File: src/rtl/spi_slave.sv
// spi_slave: mode-0 SPI target. Oversamples pad-level SCK/SS/MOSI in the system
// clock, shifts bytes MSB-first and exchanges them with the bus side over
// one-byte valid/ready streams. Pin-to-action latency is 3 clock cycles.
// Ports:
//   io_mainClk, io_asyncResetN             - system clock, async active-low reset
//   io_spi_sclk/ss/mosi, io_spi_miso       - SPI pads (CPOL=0, CPHA=0)
//   io_spi_misoEnable                      - SB_IO output enable, high while selected
//   io_rx_valid/payload/ready              - received-byte stream (1-deep output reg)
//   io_tx_valid/payload/ready              - transmit-byte stream (1-deep holding reg)
//   io_status_busy/overrun/underrun        - ACTIVE level, dropped-byte and idle-fill pulses
module spi_slave #(
  parameter logic [7:0] TX_IDLE = 8'hFF
) (
  input  logic       io_mainClk,
  input  logic       io_asyncResetN,
  input  logic       io_spi_sclk,
  input  logic       io_spi_ss,
  input  logic       io_spi_mosi,
  output logic       io_spi_miso,
  output logic       io_spi_misoEnable,
  output logic       io_rx_valid,
  output logic [7:0] io_rx_payload,
  input  logic       io_rx_ready,
  input  logic       io_tx_valid,
  input  logic [7:0] io_tx_payload,
  output logic       io_tx_ready,
  output logic       io_status_busy,
  output logic       io_status_overrun,
  output logic       io_status_underrun
);

  typedef enum logic {IDLE, ACTIVE} state_t;

  state_t      state_q, state_d;

  // [0],[1] are the synchroniser stages, [2] holds the previous synced value
  // for edge detection. MOSI only needs to line up with the synced SCK.
  logic [2:0]  sck_q;
  logic [2:0]  ss_q;
  logic [1:0]  mosi_q;

  logic [2:0]  bitcnt;
  logic [6:0]  rx_shift;
  logic [6:0]  tx_rest;      // bits still to be driven after the current MISO bit
  logic [7:0]  hold_dat;
  logic        hold_full;

  logic        sck_rise, sck_fall, ss_fall, ss_rise, mosi_s;
  logic        start, stop, shift_in, shift_out, load, accept, byte_done;
  logic        underrun_d;
  logic [7:0]  next_tx;
  logic [7:0]  rx_byte;

  assign sck_rise = sck_q[1] & ~sck_q[2];
  assign sck_fall = ~sck_q[1] & sck_q[2];
  assign ss_fall  = ~ss_q[1] & ss_q[2];
  assign ss_rise  = ss_q[1] & ~ss_q[2];
  assign mosi_s   = mosi_q[1];

  always_ff @(posedge io_mainClk or negedge io_asyncResetN) begin
    if (!io_asyncResetN) begin
      sck_q  <= 3'b000;
      ss_q   <= 3'b111;
      mosi_q <= 2'b00;
    end else begin
      sck_q  <= {sck_q[1:0], io_spi_sclk};
      ss_q   <= {ss_q[1:0], io_spi_ss};
      mosi_q <= {mosi_q[0], io_spi_mosi};
    end
  end

  // State register
  always_ff @(posedge io_mainClk or negedge io_asyncResetN) begin
    if (!io_asyncResetN) state_q <= IDLE;
    else                 state_q <= state_d;
  end

  // Next state and per-cycle control. SS deassert masks any SCK edge seen in
  // the same cycle.
  always_comb begin
    state_d    = state_q;
    start      = 1'b0;
    stop       = 1'b0;
    shift_in   = 1'b0;
    shift_out  = 1'b0;
    case (state_q)
      IDLE: begin
        if (ss_fall) begin
          state_d = ACTIVE;
          start   = 1'b1;
        end
      end
      ACTIVE: begin
        if (ss_rise) begin
          state_d = IDLE;
          stop    = 1'b1;
        end else begin
          shift_in  = sck_rise;
          shift_out = sck_fall;
        end
      end
      default: state_d = IDLE;
    endcase
  end

  // A load point pulls the next TX byte: the held byte, else a byte being
  // accepted this very cycle (bypassing the holding register), else TX_IDLE.
  always_comb begin
    load       = start | (shift_out & (bitcnt == 3'd0));
    accept     = io_tx_valid & ~hold_full;
    next_tx    = TX_IDLE;
    underrun_d = 1'b0;
    if (hold_full)   next_tx = hold_dat;
    else if (accept) next_tx = io_tx_payload;
    else             underrun_d = load;
    rx_byte    = {rx_shift, mosi_s};
    byte_done  = shift_in & (bitcnt == 3'd7);
  end

  // TX holding register
  always_ff @(posedge io_mainClk or negedge io_asyncResetN) begin
    if (!io_asyncResetN) begin
      hold_dat  <= 8'h00;
      hold_full <= 1'b0;
    end else if (load) begin
      hold_full <= 1'b0;
    end else if (accept) begin
      hold_dat  <= io_tx_payload;
      hold_full <= 1'b1;
    end
  end

  // Shifters, bit counter and MISO pad
  always_ff @(posedge io_mainClk or negedge io_asyncResetN) begin
    if (!io_asyncResetN) begin
      bitcnt            <= 3'd0;
      rx_shift          <= 7'd0;
      tx_rest           <= 7'd0;
      io_spi_miso       <= 1'b0;
      io_spi_misoEnable <= 1'b0;
    end else begin
      if (stop) begin
        bitcnt            <= 3'd0;
        rx_shift          <= 7'd0;
        io_spi_miso       <= 1'b0;
        io_spi_misoEnable <= 1'b0;
      end else begin
        if (start) begin
          bitcnt            <= 3'd0;
          io_spi_misoEnable <= 1'b1;
        end
        if (shift_in) begin
          bitcnt   <= bitcnt + 3'd1;
          rx_shift <= rx_byte[6:0];
        end
        if (load) begin
          io_spi_miso <= next_tx[7];
          tx_rest     <= next_tx[6:0];
        end else if (shift_out) begin
          io_spi_miso <= tx_rest[6];
          tx_rest     <= {tx_rest[5:0], 1'b0};
        end
      end
    end
  end

  // RX output register and status pulses
  always_ff @(posedge io_mainClk or negedge io_asyncResetN) begin
    if (!io_asyncResetN) begin
      io_rx_valid        <= 1'b0;
      io_rx_payload      <= 8'h00;
      io_status_overrun  <= 1'b0;
      io_status_underrun <= 1'b0;
    end else begin
      io_status_overrun  <= 1'b0;
      io_status_underrun <= underrun_d;
      if (byte_done) begin
        // Room if empty or being drained this cycle; otherwise the old byte wins.
        if (!io_rx_valid || io_rx_ready) begin
          io_rx_payload <= rx_byte;
          io_rx_valid   <= 1'b1;
        end else begin
          io_status_overrun <= 1'b1;
        end
      end else if (io_rx_valid && io_rx_ready) begin
        io_rx_valid <= 1'b0;
      end
    end
  end

  assign io_tx_ready    = ~hold_full;
  assign io_status_busy = (state_q == ACTIVE);

endmodule

File: config.mk
export PLATFORM = sky130hd
export DESIGN_NAME = spi_slave
export DESIGN_NICKNAME = d
export VERILOG_FILES = /design/src/rtl/spi_slave.sv
export SDC_FILE = /design/constraint.sdc
export NUM_CORES = 1
export LEC_CHECK = 0
export BUFFER_PORTS_ARGS = -buffer_cell sky130_fd_sc_hd__buf_2
export CAP_MARGIN = 30
export CORE_AREA = 2 2 62 64
export DETAILED_ROUTE_END_ITERATION = 12
export DIE_AREA = 0 0 64 66
export GPL_TIMING_DRIVEN = 0
export PLACE_DENSITY = 0.79
export SLEW_MARGIN = 25
export SYNTH_ARGS = -nofsm -noshare
export SYNTH_HDL_FRONTEND = slang
export SYNTH_SLANG_ARGS = --single-unit
File: constraint.sdc
create_clock -name io_mainClk -period 3.7 [get_ports io_mainClk]
set_input_delay 0.185 -clock io_mainClk [delete_from_list [all_inputs] [get_ports io_mainClk]]
set_output_delay 0.185 -clock io_mainClk [all_outputs]
set_load 0.03 [all_outputs]
# --- After elaboration in Yosys (flattened, before gate mapping) ---
# Cells that the tools add are included.
totals:
  elab_cells: 82
  in_bits: 15
  output_inout_bits: 15
  register_bits: 48
op_classes:
  eq_ne: 2
  n_reduce_logical: 15
  n_bitwise: 16
  addsub: 1
  mux: 33
ops:
  columns: ["cell", "n"]
  rows:
  - ["7-bit two-way mux", 4]
  - ["1-bit two-way mux", 23]
  - ["8-bit two-way mux", 2]
  - ["2-bit nonzero test", 5]
  - ["3-bit two-way mux", 3]
  - ["1-bit NOT", 8]
  - ["2-bit AND reduction", 4]
  - ["1-bit bitwise AND", 7]
  - ["3-bit nonzero test", 2]
  - ["3-bit by 1-bit adder with 3-bit output, second input constant", 1]
  - ["3-bit == test, second input constant", 1]
  - ["3-bit logical NOT", 1]
  - ["2-bit by 1-bit inequality test with 1-bit output, second input constant", 1]
  - ["1-bit case mux with 2 select lines", 1]
  - ["1-bit logical AND", 1]
  - ["1-bit logical NOT", 1]
  - ["1-bit logical OR", 1]
  - ["1-bit bitwise OR", 1]

# --- Logic depth before layout (Yosys ltp) ---
# Gate-level depths: netlist of the first run.
logic_depth:
  depth_word: 8
  ltp_mapped: 7
  ltp_nobuf: 6

# --- Least setup slack after synthesis of the first run ---
# OpenSTA, ideal clock, no wires.
synth_path:
  kind: "register to register"
  from: "reg state_q (netlist: io_status_busy)"
  to: "reg hold_dat[0]"
  setup_time_ps: 125
  stages_incl_launch_ff: 5
  t_required_ps: 3575
  period_less_slack_ps: 1768
  setup_slack_ps: 1932
  n_path_buf: 1
  arrival_time_ps: 1643
  cell_sequence: "dfrtp_1 buf_4 nand2_4 o41ai_4 mux2_2"
synth_via:
  elab_chain_cells: 5
  elab_cells_between_ends: 6
  classes_between: "mux (2); bitwise (3); reduce/logical (1)"
synth_rtl:
  columns: ["element", "line_no", "source"]
  rows:
  - ["from (decl)", "34", "state_t state_q, state_d;"]
  - ["from (signal assigned)", "75", "else state_q <= state_d;"]
  - ["1-bit two-way mux", "86", "case (state_q)"]
  - ["1-bit bitwise AND", "109", "load = start | (shift_out & (bitcnt == 3'd0));"]
  - ["1-bit bitwise OR *", "109", null]
  - ["1-bit NOT (no line) *", null, null]
  - ["2-bit AND reduction (no line) *", null, null]
  - ["to (signal assigned)", "128", "hold_dat <= io_tx_payload;"]
  - ["to (decl)", "45", "logic [7:0] hold_dat;"]
# Every way passes the cells marked *; elsewhere a longest branch is shown, timed or not.
# A chain may end at the register's enable or synchronous reset.

# --- Worst setup path after layout of the first run ---
layout_path:
  from: "reg ss_q[2]"
  to: "reg hold_dat[1]"
layout_via:
  elab_chain_cells: 8
  elab_cells_between_ends: 11
  classes_between: "mux (4); bitwise (6); reduce/logical (1)"
layout_rtl:
  columns: ["element", "line_no", "source"]
  rows:
  - ["from (decl)", "39", "logic [2:0] ss_q;"]
  - ["from (signal assigned)", "67", "ss_q <= {ss_q[1:0], io_spi_ss};"]
  - ["1-bit NOT", "57", "assign ss_rise = ss_q[1] & ~ss_q[2];"]
  - ["1-bit bitwise AND", "57", null]
  - ["1-bit two-way mux", "94", "if (ss_rise) begin"]
  - ["1-bit two-way mux", "86", null]
  - ["1-bit bitwise AND", "109", null]
  - ["1-bit bitwise OR *", "109", null]
  - ["1-bit NOT (no line) *", null, null]
  - ["2-bit AND reduction (no line) *", null, null]
# Marks and branches as above.

==> results, run 1 <==
- The worst hold-check path type is input pin to flip-flop.
- The total chip power is 1200 µW.
- The kind of critical path is flip-flop to flip-flop.
- Hold timing on the final database bottoms out at a slack of 0.0657 ns.
- The post-CTS setup-driven buffer insertion count is 0.
- The number of global-route vias before repair came to 1,453.
- The depth of the CTS H-tree is 2.
- In the layout the commonest cells are dfrtp_1 (45), buf_2 (31), nand2_1 (23).
- The final routed DRC violation total is 0.
- The setup slack on the worst flop-to-flop path is 1.80 ns.
- The highest net fanout along the worst path is 8.
- In this run, CTS created clock tree buffers numbering 5.
- The library cell used most frequently in the layout, excluding fill and tap cells, is dfrtp_1.
- The number of nets at the end of the flow is 223.
- The transition time of the tightest slew-check pin is 0.590 ns.
- Using the TritonRoute via totals, the vias-per-cell ratio works out to 5.50.
- The clock latency on the worst-skew pair is 0.36 ns.
- The height of the die is 66 µm.
- The count of vias placed by the detailed router is 1,396.
- Of the cells placed in the final design, the portion with a size suffix greater than 1 is 32.0%.
- Setup violations remaining at the end of the flow were counted as 0.
- The most used flip-flop cell after synthesis is dfrtp_1.
- The combinational share of power is 21.9%.
- Based on the critical path, the design can be clocked at up to 0.526 GHz.
- The power dissipated by switching net loads is 359 µW.
- The final core area utilization is 65.5%.
- After legalization and detailed placement, the total HPWL measured 2.65 mm.
- In the global route stage, overall resource usage came out at 19.1%.
- STA puts the critical path data arrival time at 2.15 ns.
- Data on the critical path is required at its endpoint by 3.95 ns.
- IR analysis of the VDD net gives a maximum drop of 0.395 mV.
- The post-detailed-route count of antenna-violating nets is 0.
- The portion of total power attributed to the clock network is 21.0%.
- For the final routed database, the setup TNS stands at 0 ns.
- The initial standard-cell utilization of the core is 56.0%.
- Clock tree synthesis selected as its root buffer the cell clkbuf_4.
- TritonCTS built the clock tree.
- Counting flops with an async set or reset pin after synthesis yields a share of 100%.
- The max-slew violation count was 0.
- The worst setup path is captured at a flip-flop.
- The proportion of synthesized chip area in sequential cells is 60.6%.
- After global routing, the most crowded layer is met2.
- The placed cell count is 241.
- The region available for standard cell placement spans 0.00355 mm².
- Yosys mapped a number of flops with a built-in enable equal to 0.
- The met1 demand-to-capacity share in global routing is 22.0%.
- The max-capacitance violation count is 0.
- The startpoint type of the worst setup path is a flip-flop.
- The number of antenna diodes in the final layout is 0.
- The final count of hold timing violations is 0.
- The run finished with clean final reports.
- The worst register-to-register path begins at ss_q[2].
- The clock skew is 0.00951 ns.
- In this run the power density over the cells is 515 mW/mm².
- Gates resized during post-CTS repair numbered 0.
- 30 I/O pins were placed.
- Cell internal power was estimated by the tool at 838 µW.
- For this block, the initial DRC count from the detailed router was 122.
- CTS saw 48 sinks.
- The endpoint of the worst hold-timing path is hold_dat[3].
- The site row count is 22.
- In this run the cell area of the synthesized design comes to 0.00199 mm².
- Setup repair after global routing left no endpoint under its margin.
- The depth of the worst hold-timing path is 2.
- In this run switching power makes up 30.0% of total power.
- The final critical path time including I/O delays and setup is 1.90 ns.
- The number of instances in the synthesized netlist is 163.
- In this run the tightest slew margin relative to its limit is 60.5%.
- The number of warning messages in the yosys log is 0.
- For the worst flop-to-flop path, the logic depth is 4.
- In the final routed layout, each cell accounts on average for 14.2 µm.
- The die area is 0.00422 mm².
- The first global-routing pass estimated 6.27 mm of wire.
- The non-filler instance count after layout is 254.
- Global routing used 35.5% of the available met2 tracks.
- The total of flip-flops plus latches after synthesis is 48.
- The global-route met3 utilization is 3.24%.
- The startpoint of the tightest hold check path is io_tx_payload[3].
- The clock edge transition at the registers on the reported setup and hold paths is 0.13 ns.
- The end of the worst register-to-register path is hold_dat[1].
- The deepest clock path buffer count is 2.
- The final critical path takes up 51.4% of the cycle.
- Measured along the x axis, the die boundary spans 64 µm.
- The relative contribution of sequential cells to total power is 57.1%.
- Counting distinct cell types in the post-synthesis netlist gives 34.
- Dividing the synthesized area by the synthesized cell count gives 12.2 µm².
- The leakage power is 0.00116 µW.
- The pin count of the biggest net entering global routing is 29.
- Buffers placed on the I/O ports in this run total 29.
- The first-pass detailed-route iteration total is 4.
- The final layout contains routed wiring with a total length of 3.60 mm.
- The number of antenna violations at the first check in global routing was 0.
- The layout-stage area growth over the synthesis result is 16.9%.
- The total global routing overflow is 0.
- The congestion estimate from routability-driven global placement came to 0.795.
- The synthesized net count is 181.
[power groups by stage]
stage | Clock [µW] | Sequential, µW | Combinational, µW
2_1_floorplan | 0 | 689 | 181
3_3_place_gp | 0 | 683 | 245
3_5_place_dp | 0 | 693 | 262
4_1_cts | 257 | 683 | 266
5_1_grt | 279 | 696 | 296
6_report | 251 | 683 | 263
[sequential cells by signal, summed over array words and instances, names as in the netlist]
signal and flops:
bitcnt 3, hold_dat 8, hold_full 1, io_rx_payload 8, io_rx_valid 1, io_spi_miso 1
io_spi_misoEnable 1, io_status_busy 1, io_status_overrun 1, io_status_underrun 1, mosi_q 2, rx_shift 7
sck_q 3, ss_q 3, tx_rest 7
[critical path, cell delays in order, from the launching register on]
cell and delay [ns]:
dfstp_2 0.59, nand2b_4 0.18, nand2_4 0.06, o41ai_4 0.56, mux2_2 0.40
[cell type report]
| type | instances | area, µm² |
|---|---|---|
| Sequential cell | 48 | 1200 |
| Fill cell | 279 | 1220 |
| Clock buffer | 6 | 51.3 |
| Timing Repair Buffer | 35 | 215 |
| Buffer | 6 | 36.3 |
| Inverter | 6 | 22.5 |
| Clock inverter | 2 | 10.0 |
| Tap cell | 48 | 60.1 |
| Multi-Input combinational cell | 103 | 726 |
[layer usage]
metal	vias to the layer above	wire length (µm)
met5	-	0
met2	39	1860
met3	5	142
met1	690	1540
li1	662	-
met4	0	47
[timing repair]
| item | in CTS | in global routing |
|---|---|---|
| hold endpoints to repair | 22 | 0 |
| setup endpoints to repair | 0 | 0 |
| hold buffers | 5 | 0 |
[logic make-up (layout without fill, tap and decap cells)]
family / Yosys count / after routing / share of synthesized area, %
buffers and inverters: 12 / 55 / 2.96
multiplexers: 20 / 20 / 11.2
AO/OA/AOI/OAI: 28 / 28 / 10.8
AND/OR/NAND/NOR: 52 / 52 / 12.6
flip-flops: 48 / 48 / 60.6
adder cells (fa/ha/maj): 3 / 3 / 1.89
[cell usage after synthesis (all sizes together), types with 2 or more instances]
cell type  number  area, µm²
o221ai          7       61.3
clkbuf          2       7.51
and3            2       12.5
dfrtp          45       1130
nand2          24       97.6
nand3           6       30.0
dfstp           3       78.8
a22o            2       17.5
inv             5       18.8
mux2           18        203
a21oi           5       25.0
mux2i           2       20.0
nand2b          4       32.5
ha              3       37.5
a31oi           7       43.8
buf             4       28.8
nor2           10       37.5
o21ai           3       15.0
[per-stage QoR]
stage	instance area (µm²)	setup WS (ns)
after floorplan	1990	1.93
after global placement	2190	1.86
final	2330	1.80
after CTS	2330	1.79
after detailed placement	2210	1.81
after global routing	2330	1.70
[how the worst max path moves through the flow]
stage,end,startpoint,slack (ns)
final,hold_dat[1],ss_q[2],1.80
after detailed placement,hold_dat[7],ss_q[2],1.81
after global placement,hold_dat[4],ss_q[2],1.86
after global routing,hold_dat[7],ss_q[2],1.70
after CTS,hold_dat[1],ss_q[2],1.79
after floorplan,hold_dat[0],io_status_busy,1.93
(Power assumes the default switching activity.)
==> run 2: changes to the inputs <==
ABC_AREA = 1   (was default)
CORE_AREA = 2 2 68 70   (was 2 2 62 64)
DIE_AREA = 0 0 70 72   (was 0 0 64 66)
PLACE_DENSITY = 0.74   (was 0.79)
clock period = 1.65 ns   (was 3.7 ns; I/O delays follow)
==> run 2 against run 1 <==
Compared with the run above: critical path depth grew 4; sequential share of layout area shrank 4.2 points; global-route usage shrank 1.6 points; worst setup slack lost 1.6 ns; sequential cell count is the same; combinational power grew to 3.9 times the previous value; routed wire length grew 8.4%; non-clock buffer count shrank 2; clock skew is essentially flat; fmax grew 28%; via count grew 16%.
==> results, run 2 <==
- The post-synthesis area per instance is 9.17 µm² (-25%).
- The count of port buffers added during placement is 29 (unchanged).
- The die area is 0.00504 mm² (+19%).
- The clock edge transition at the registers on the reported setup and hold paths is 0.09 ns (-0.04 ns).
- The kind of critical path is flip-flop to flip-flop.
- The count of antenna diodes in the layout came to 0 (unchanged).
- The pin count of the biggest net entering global routing was 49 (+69%).
- TritonCTS built the clock tree.
- The data arrival time of the worst path came to 1.68 ns (-0.47 ns).
- The leakage power came to 0.00135 µW (+16%).
- The maximum resistive drop on vdd was 0.741 mV (+88%).
- The total of endpoints with negative setup slack in the final report is 0 (unchanged).
- The height of the die came to 72 µm (+9.1%).
- The final instance area is 0.00253 mm² (+8.8%).
- In the layout the commonest cells are nand2_1 (62), dfrtp_1 (45), buf_2 (29).
- The final core area utilization is 59.4% (-6.1 points).
- The maximum clock frequency is 0.675 GHz (+28%).
- The worst relative slew slack is 61.0% (+0.44 points).
- The first-pass detailed-route iteration total is 4 (unchanged).
- The total chip power is 3450 µW (+190%).
- The routed length per instance was 11.9 µm (-16%).
- The worst hold-check path type is input pin to flip-flop.
- The sum of net half-perimeters after detailed placement is 2.60 mm (-1.7%).
- The total power divided by cell area is 1360 mW/mm² (+160%).
- The synthesized net count is 251 (+39%).
- STA classifies the critical path endpoint as a flip-flop.
- The number of buffers added by the clock tree synthesis step is 5 (unchanged).
- The total global routing overflow is 0 (unchanged).
- The initial standard-cell utilization of the core came to 50.1% (-5.9 points).
- The summed instance area of the synthesized netlist is 0.00214 mm² (+7.4%).
- The routability congestion estimate from global placement is 0.810 (+1.9%).
- The worst setup path is launched from a flip-flop.
- The highest net fanout along the worst path is 10 (+2).
- The clock latency on the worst-skew pair is 0.30 ns (-0.06 ns).
- The number of instances in the synthesized netlist is 233 (+43%).
- The commonest non-fill, non-tap cell in the layout is nand2_1.
- The most common cell in the synthesized netlist is nand2_1.
- The deepest clock path buffer count is 2 (unchanged).
- The depth of the CTS H-tree came to 2 (unchanged).
- The run finished with clean final reports.
- From synthesis to final layout, the design area changed by 18.4%.
- The final routed DRC violation total is 0 (unchanged).
- The number of antenna violations at the first check in global routing came to 0 (unchanged).
- The site row count is 24 (+9.1%).
- The clock skew is 0.00975 ns (+0.000243 ns).
- The max-slew violation count came to 0 (unchanged).
- Setup repair after global routing left no endpoint under its margin.
- The total track usage is 17.5% (-1.6 points).
- The iteration-0 DRC count of the detailed router was 78 (-36%).
- The top cell type's share of synthesized area is 52.7% (-3.9 points).
- The count of vias placed by the detailed router was 1,617 (+16%).
- The final count of hold timing violations came to 0 (unchanged).
- The number of nets at the end of the flow came to 293 (+31%).
- The number of warning messages in the yosys log is 0 (unchanged).
- The post-detailed-route count of antenna-violating nets is 0 (unchanged).
- The cell chosen for the clock root is clkbuf_8.
- The cell type contributing the most total cell area after synthesis is dfrtp_1.
- The count of pins on the block boundary was 30 (unchanged).
- The required time at the worst-slack endpoint is 1.84 ns (-2.11 ns).
- The count of distinct cell types in the synthesized netlist is 27 (-21%).
- The transition time of the tightest slew-check pin was 0.585 ns (-0.00464 ns).
- The share of the clock period used by the worst path after layout came to 89.8% (+38 points).
- The final critical path time including I/O delays and setup is 1.48 ns (-0.420 ns).
- The number of inserted filler cells in the final layout is 390 (+40%).
- The die outline width is 70 µm (+9.4%).
- The largest registers in the layout are hold_dat (8), io_rx_payload (8).
- The proportion of layout cells with a drive suffix above 1 is 26.8% (-5.2 points).
- The proportion of synthesized chip area in sequential cells came to 56.4% (-4.2 points).
- The first-pass GRT wire length is 6.92 mm (+10%).
- The number of clock sinks is 48 (unchanged).
- Sorting the synthesized cells by area gives the leading types as dfrtp_1 (53%), nand2_1 (11%), nor2_1 (4.6%), nand3_1 (4.2%), inv_1 (4.0%).
- The total wire length was 3.90 mm (+8.4%).
- The placeable core region is 0.00426 mm² (+20%).
- The max-capacitance violation count is 0 (unchanged).
- The total cell area at the placement stage is 0.00235 mm² (+6.1%).
- The total of flip-flops plus latches after synthesis is 48 (unchanged).
- The per-cell via count in the routed design came to 4.93 (-10%).
- The final total negative setup slack is 0 ns (unchanged).
- The number of global-route vias before repair is 1,543 (+6.2%).
- The async set-reset flop share out of synthesis is 100% (unchanged).
- The count of flip-flops with a built-in enable after synthesis is 0 (unchanged).
- Ranked by instance count, the synthesized netlist is headed by nand2_1 (63), dfrtp_1 (45), nor2_1 (26).
- The most used flip-flop cell after synthesis is dfrtp_1.
-- run 2: area by class of cell --
type,count,area (µm²),area share (%)
plain buffers,4,31.3,1.24
clock buffers,5,68.8,2.72
clock inverters,3,47.5,1.88
inverters,27,101,4.00
multi-input cells,154,807,31.9
flip-flops and latches,48,1200,47.6
well taps,52,65.1,2.57
repair buffers,35,205,8.11
-- run 2: worst paths after layout --
check / slack [ns] / cells after the start / start / endpoint
max in group asynchronous: 0.94 / 2 / io_asyncResetN / io_spi_miso
worst min-delay path: 0.01 / 3 / io_tx_payload[5] / hold_dat[5]
worst max-delay path: 0.17 / 8 / ss_q[2] / io_rx_payload[7]
worst max register to register: 0.17 / 8 / ss_q[2] / io_rx_payload[7]
min in group asynchronous: 0.32 / 2 / io_asyncResetN / io_rx_payload[2]
worst min register to register: 0.36 / 0 / sck_q[0] / sck_q[1]
-- run 2: worst max-delay path, cell delays in order (launching register included) --
cell and delay [ns]:
dfstp_2 0.57, inv_2 0.06, nand2_4 0.07, nand2_2 0.09, nor2_8 0.15, nand3_4 0.12, buf_6 0.17, nand2_1 0.06
nand2_1 0.05
-- run 2: per-stage QoR --
| stage | setup slack (ns) | instances | hold WS, ns |
|---|---|---|---|
| detailed placement | 0.0397 | 314 | 0.135 |
| finish | 0.168 | 328 | 0.0106 |
| CTS | 0.0111 | 327 | 0.00550 |
| floorplan | 0.279 | 233 | -0.213 |
| global placement | 0.0543 | 314 | 0.187 |
| global route | 0.00125 | 328 | 0.0130 |
-- run 2: layer usage --
metal	GRT usage (%)	wire length (µm)	vias to the layer above	part of all wire, %
met2	28.0	1780	32	46
met1	23.1	1890	758	48
li1	-	-	820	-
met4	6.41	62	0	1.6
met3	4.58	163	7	4.2
met5	0	0	-	0
-- run 2: power by group --
| part | leakage (µW) | total (µW) | switching, µW | internal (µW) |
|---|---|---|---|---|
| logic | 0.000687 | 1020 | 645 | 371 |
| registers | 0.000604 | 1560 | 136 | 1430 |
| clock network | 0.0000583 | 871 | 414 | 457 |
| total | 0.00135 | 3450 | 1190 | 2250 |
-- run 2: repair_timing --
item	CTS	global route
hold endpoints to repair	49	0
hold buffers	5	0
buffers inserted	0	1
gates resized for setup	0	4
endpoints found under the setup margin	0	17
-- run 2: kinds of logic (layout without fill, tap and decap cells) --
| group | Yosys count | after routing | share of synthesized area [%] |
|---|---|---|---|
| fa+ha+maj | 3 | 3 | 1.76 |
| simple gates | 127 | 127 | 28.6 |
| compound gates | 24 | 24 | 7.08 |
| flops | 48 | 48 | 56.4 |
| buf+inv | 31 | 74 | 6.21 |
==> run 3: changes to the inputs <==
SETUP_SLACK_MARGIN = 0.2   (was default)
==> run 3 against run 2 <==
Compared with the run above: critical path depth unchanged; total power increased by 4.5%; worst setup slack improved by 0.048 ns; non-clock buffer count increased by 10; utilization increased by 5.1 points; routed wire length increased by 6.2%; die area unchanged; sequential power about the same; final cell count increased by 3.0%; critical path type unchanged; largest cell class unchanged; highest routed layer unchanged.
==> results, run 3 (same netlist as run 2, synthesis figures left out) <==
- The tightest min-delay check is of the input pin to flip-flop type.
- The total global routing overflow is 0 (unchanged).
- The largest individual stage delay along the critical path comes from the cell dfstp_2.
- The clock latency on the worst-skew pair was 0.30 ns (about the same).
- The number of antenna violations at the first check in global routing is 0 (unchanged).
- The worst relative slew slack came to 60.5% (-0.48 points).
- TritonCTS built the clock tree.
- The number of global-route vias before repair was 1,563 (+1.3%).
- The worst setup path is launched from a flip-flop.
- The switching fraction of total power is 35.1% (+0.45 points).
- The transition time of the tightest slew-check pin is 0.592 ns (+0.00713 ns).
- The cell internal power dissipation is 2340 µW (+3.8%).
- The required time at the worst-slack endpoint came to 1.84 ns (about the same).
- The placeable core region was 0.00426 mm² (unchanged).
- The max-slew violation count is 0 (unchanged).
- The critical path goes through inv_4 > nand2_4 > nand2_4 > nor2_8 > nand3_4 > buf_8 > nand2_2 > o21ai_2.
- The first-pass GRT wire length was 7.02 mm (+1.4%).
- The count of antenna diodes in the layout is 0 (unchanged).
- The portion of total power attributed to the clock network is 24.0% (-1.2 points).
- The maximum clock frequency came to 0.697 GHz (+3.3%).
- The proportion of layout cells with a drive suffix above 1 is 33.2% (+6.4 points).
- The data arrival time of the worst path is 1.63 ns (-0.05 ns).
- The total of endpoints with negative setup slack in the final report came to 0 (unchanged).
- The count of buffer and inverter cells on the critical path is 2 (unchanged).
- The routability congestion estimate from global placement is 0.810 (unchanged).
- The routed length per instance was 12.3 µm (+3.1%).
- The per-cell via count in the routed design is 4.87 (-1.2%).
- The total track usage is 17.7% (+0.24 points).
- The site row count is 24 (unchanged).
- The power dissipated by switching net loads was 1270 µW (+5.9%).
- The height of the die is 72 µm (unchanged).
- The deepest clock path buffer count is 2 (unchanged).
- The sum of net half-perimeters after detailed placement is 2.60 mm (unchanged).
- The depth of the CTS H-tree is 2 (unchanged).
- The largest registers in the layout are hold_dat (8), io_rx_payload (8).
- The count of port buffers added during placement is 29 (unchanged).
- The maximum resistive drop on vdd was 0.746 mV (+0.64%).
- The first-pass detailed-route iteration total is 4 (unchanged).
- The number of clock sinks is 48 (unchanged).
- The total power divided by cell area is 1310 mW/mm² (-3.8%).
- The count of vias placed by the detailed router is 1,646 (+1.8%).
- The clock skew is 0.00865 ns (-0.00110 ns).
- The post-detailed-route count of antenna-violating nets is 0 (unchanged).
- The die outline width is 70 µm (unchanged).
- Relative to the synthesized area, the layout overhead comes to 28.7%.
- Setup repair after global routing could not meet its margin everywhere.
- The library cells used most frequently in the layout, excluding fill and tap cells, are nand2_1 (55), dfrtp_1 (44), buf_2 (29).
- The final count of hold timing violations is 0 (unchanged).
- The pin count of the biggest net entering global routing came to 49 (unchanged).
- The final critical path time including I/O delays and setup was 1.43 ns (-0.0477 ns).
- The relative contribution of sequential cells to total power is 43.3% (-2.0 points).
- The maximum single-stage delay on the critical path is 0.59 ns (+0.02 ns).
- The final routed DRC violation total is 0 (unchanged).
- The kind of end point of the critical path is a flip-flop.
- The final core area utilization is 64.5% (+5.1 points).
- The highest net fanout along the worst path is 5 (-5).
- The setup slack on the worst flop-to-flop path was 0.22 ns (+0.05 ns).
- The run finished with clean final reports.
- The cell chosen for the clock root is clkbuf_8.
- The number of inserted filler cells in the final layout came to 353 (-9.5%).
- The critical path is of the flip-flop to flip-flop type.
- The cell family contributing the most delay on the critical path is flip-flops.
- The max-capacitance violation count is 0 (unchanged).
- The leakage power is 0.00143 µW (+6.3%).
- The die area is 0.00504 mm² (unchanged).
- The final total negative setup slack is 0 ns (unchanged).
- The clock edge transition at the registers on the reported setup and hold paths is 0.09 ns (about the same).
- The share of the clock period used by the worst path after layout is 86.9% (-2.9 points).
- The iteration-0 DRC count of the detailed router is 80 (+2.6%).
- The combinational share of power is 32.7% (+3.3 points).
- The total wire length is 4.14 mm (+6.2%).
- The number of buffers added by the clock tree synthesis step is 5 (unchanged).
- The number of nets at the end of the flow is 303 (+3.4%).
- The initial standard-cell utilization of the core is 50.1% (unchanged).
- In this design, the critical path's most frequently occurring cell is nand2_4.
- The commonest non-fill, non-tap cell in the layout is nand2_1.
- The count of pins on the block boundary is 30 (unchanged).
run 3: cell types whose count changed in the layout (fill, tap and decap cells not counted), sizes merged:
cell    change
clkbuf      +1
buf         +9
run 3: final cells by class:
class	instances	area, µm²	area share (%)
Sequential cell	48	1210	43.9
Multi-Input combinational cell	154	896	32.6
Timing Repair Buffer	45	314	11.4
Inverter	27	114	4.14
Clock buffer	5	68.8	2.50
Tap cell	52	65.1	2.37
Clock inverter	3	47.5	1.73
Buffer	4	38.8	1.41
run 3: layer usage:
| layer | part of all wire, % | GRT usage [%] | up-vias |
|---|---|---|---|
| met5 | 0 | 0 | - |
| met1 | 48 | 23.2 | 764 |
| li1 | - | - | 840 |
| met3 | 4.2 | 4.58 | 6 |
| met2 | 46 | 28.8 | 36 |
| met4 | 1.4 | 6.41 | 0 |
run 3: final timing paths:
| check | depth (start not counted) | end | start |
|---|---|---|---|
| min | 3 | hold_dat[5] | io_tx_payload[5] |
| max in group asynchronous | 2 | io_status_busy | io_asyncResetN |
| max | 8 | io_rx_payload[6] | ss_q[2] |
| max reg2reg | 8 | io_rx_payload[6] | ss_q[2] |
| min reg2reg | 0 | sck_q[1] | sck_q[0] |
| min in group asynchronous | 2 | io_rx_valid | io_asyncResetN |
run 3: power by group through the flow:
stage          logic [µW]  clock network, µW  registers, µW
5_1_grt              1350                943           1590
4_1_cts              1020                898           1560
6_report             1180                866           1560
3_5_place_dp          986                  0           1580
2_1_floorplan         703                  0           1610
3_3_place_gp          961                  0           1580
run 3: per-stage QoR:
step                      std cells  setup slack (ns)  instance area [µm²]  hold WS (ns)  total power, µW
after floorplan                 233             0.279                 2140        -0.213             2310
after global placement          314            0.0543                 2350         0.187             2540
after detailed placement        314            0.0397                 2350         0.135             2570
after CTS                       330             0.188                 2550       0.00550             3480
after global routing            338             0.138                 2750        0.0130             3880
final                           338             0.216                 2750        0.0131             3610
run 3: worst reg2reg max path: stages, from the launching register on:
cell     delay (ns)
dfstp_2        0.59
inv_4          0.06
nand2_4        0.10
nand2_4        0.08
nor2_8         0.10
nand3_4        0.13
buf_8          0.17
nand2_2        0.06
o21ai_2        0.04
run 3: what timing repair did:
action | in CTS | in global routing
setup endpoints to repair | 21 | 31
pin swaps | 1 | 6
setup buffers | 3 | 7
resized for setup | 4 | 30
hold buffers | 5 | 0
endpoints found under the hold margin | 49 | 0
gates cloned | 0 | 1
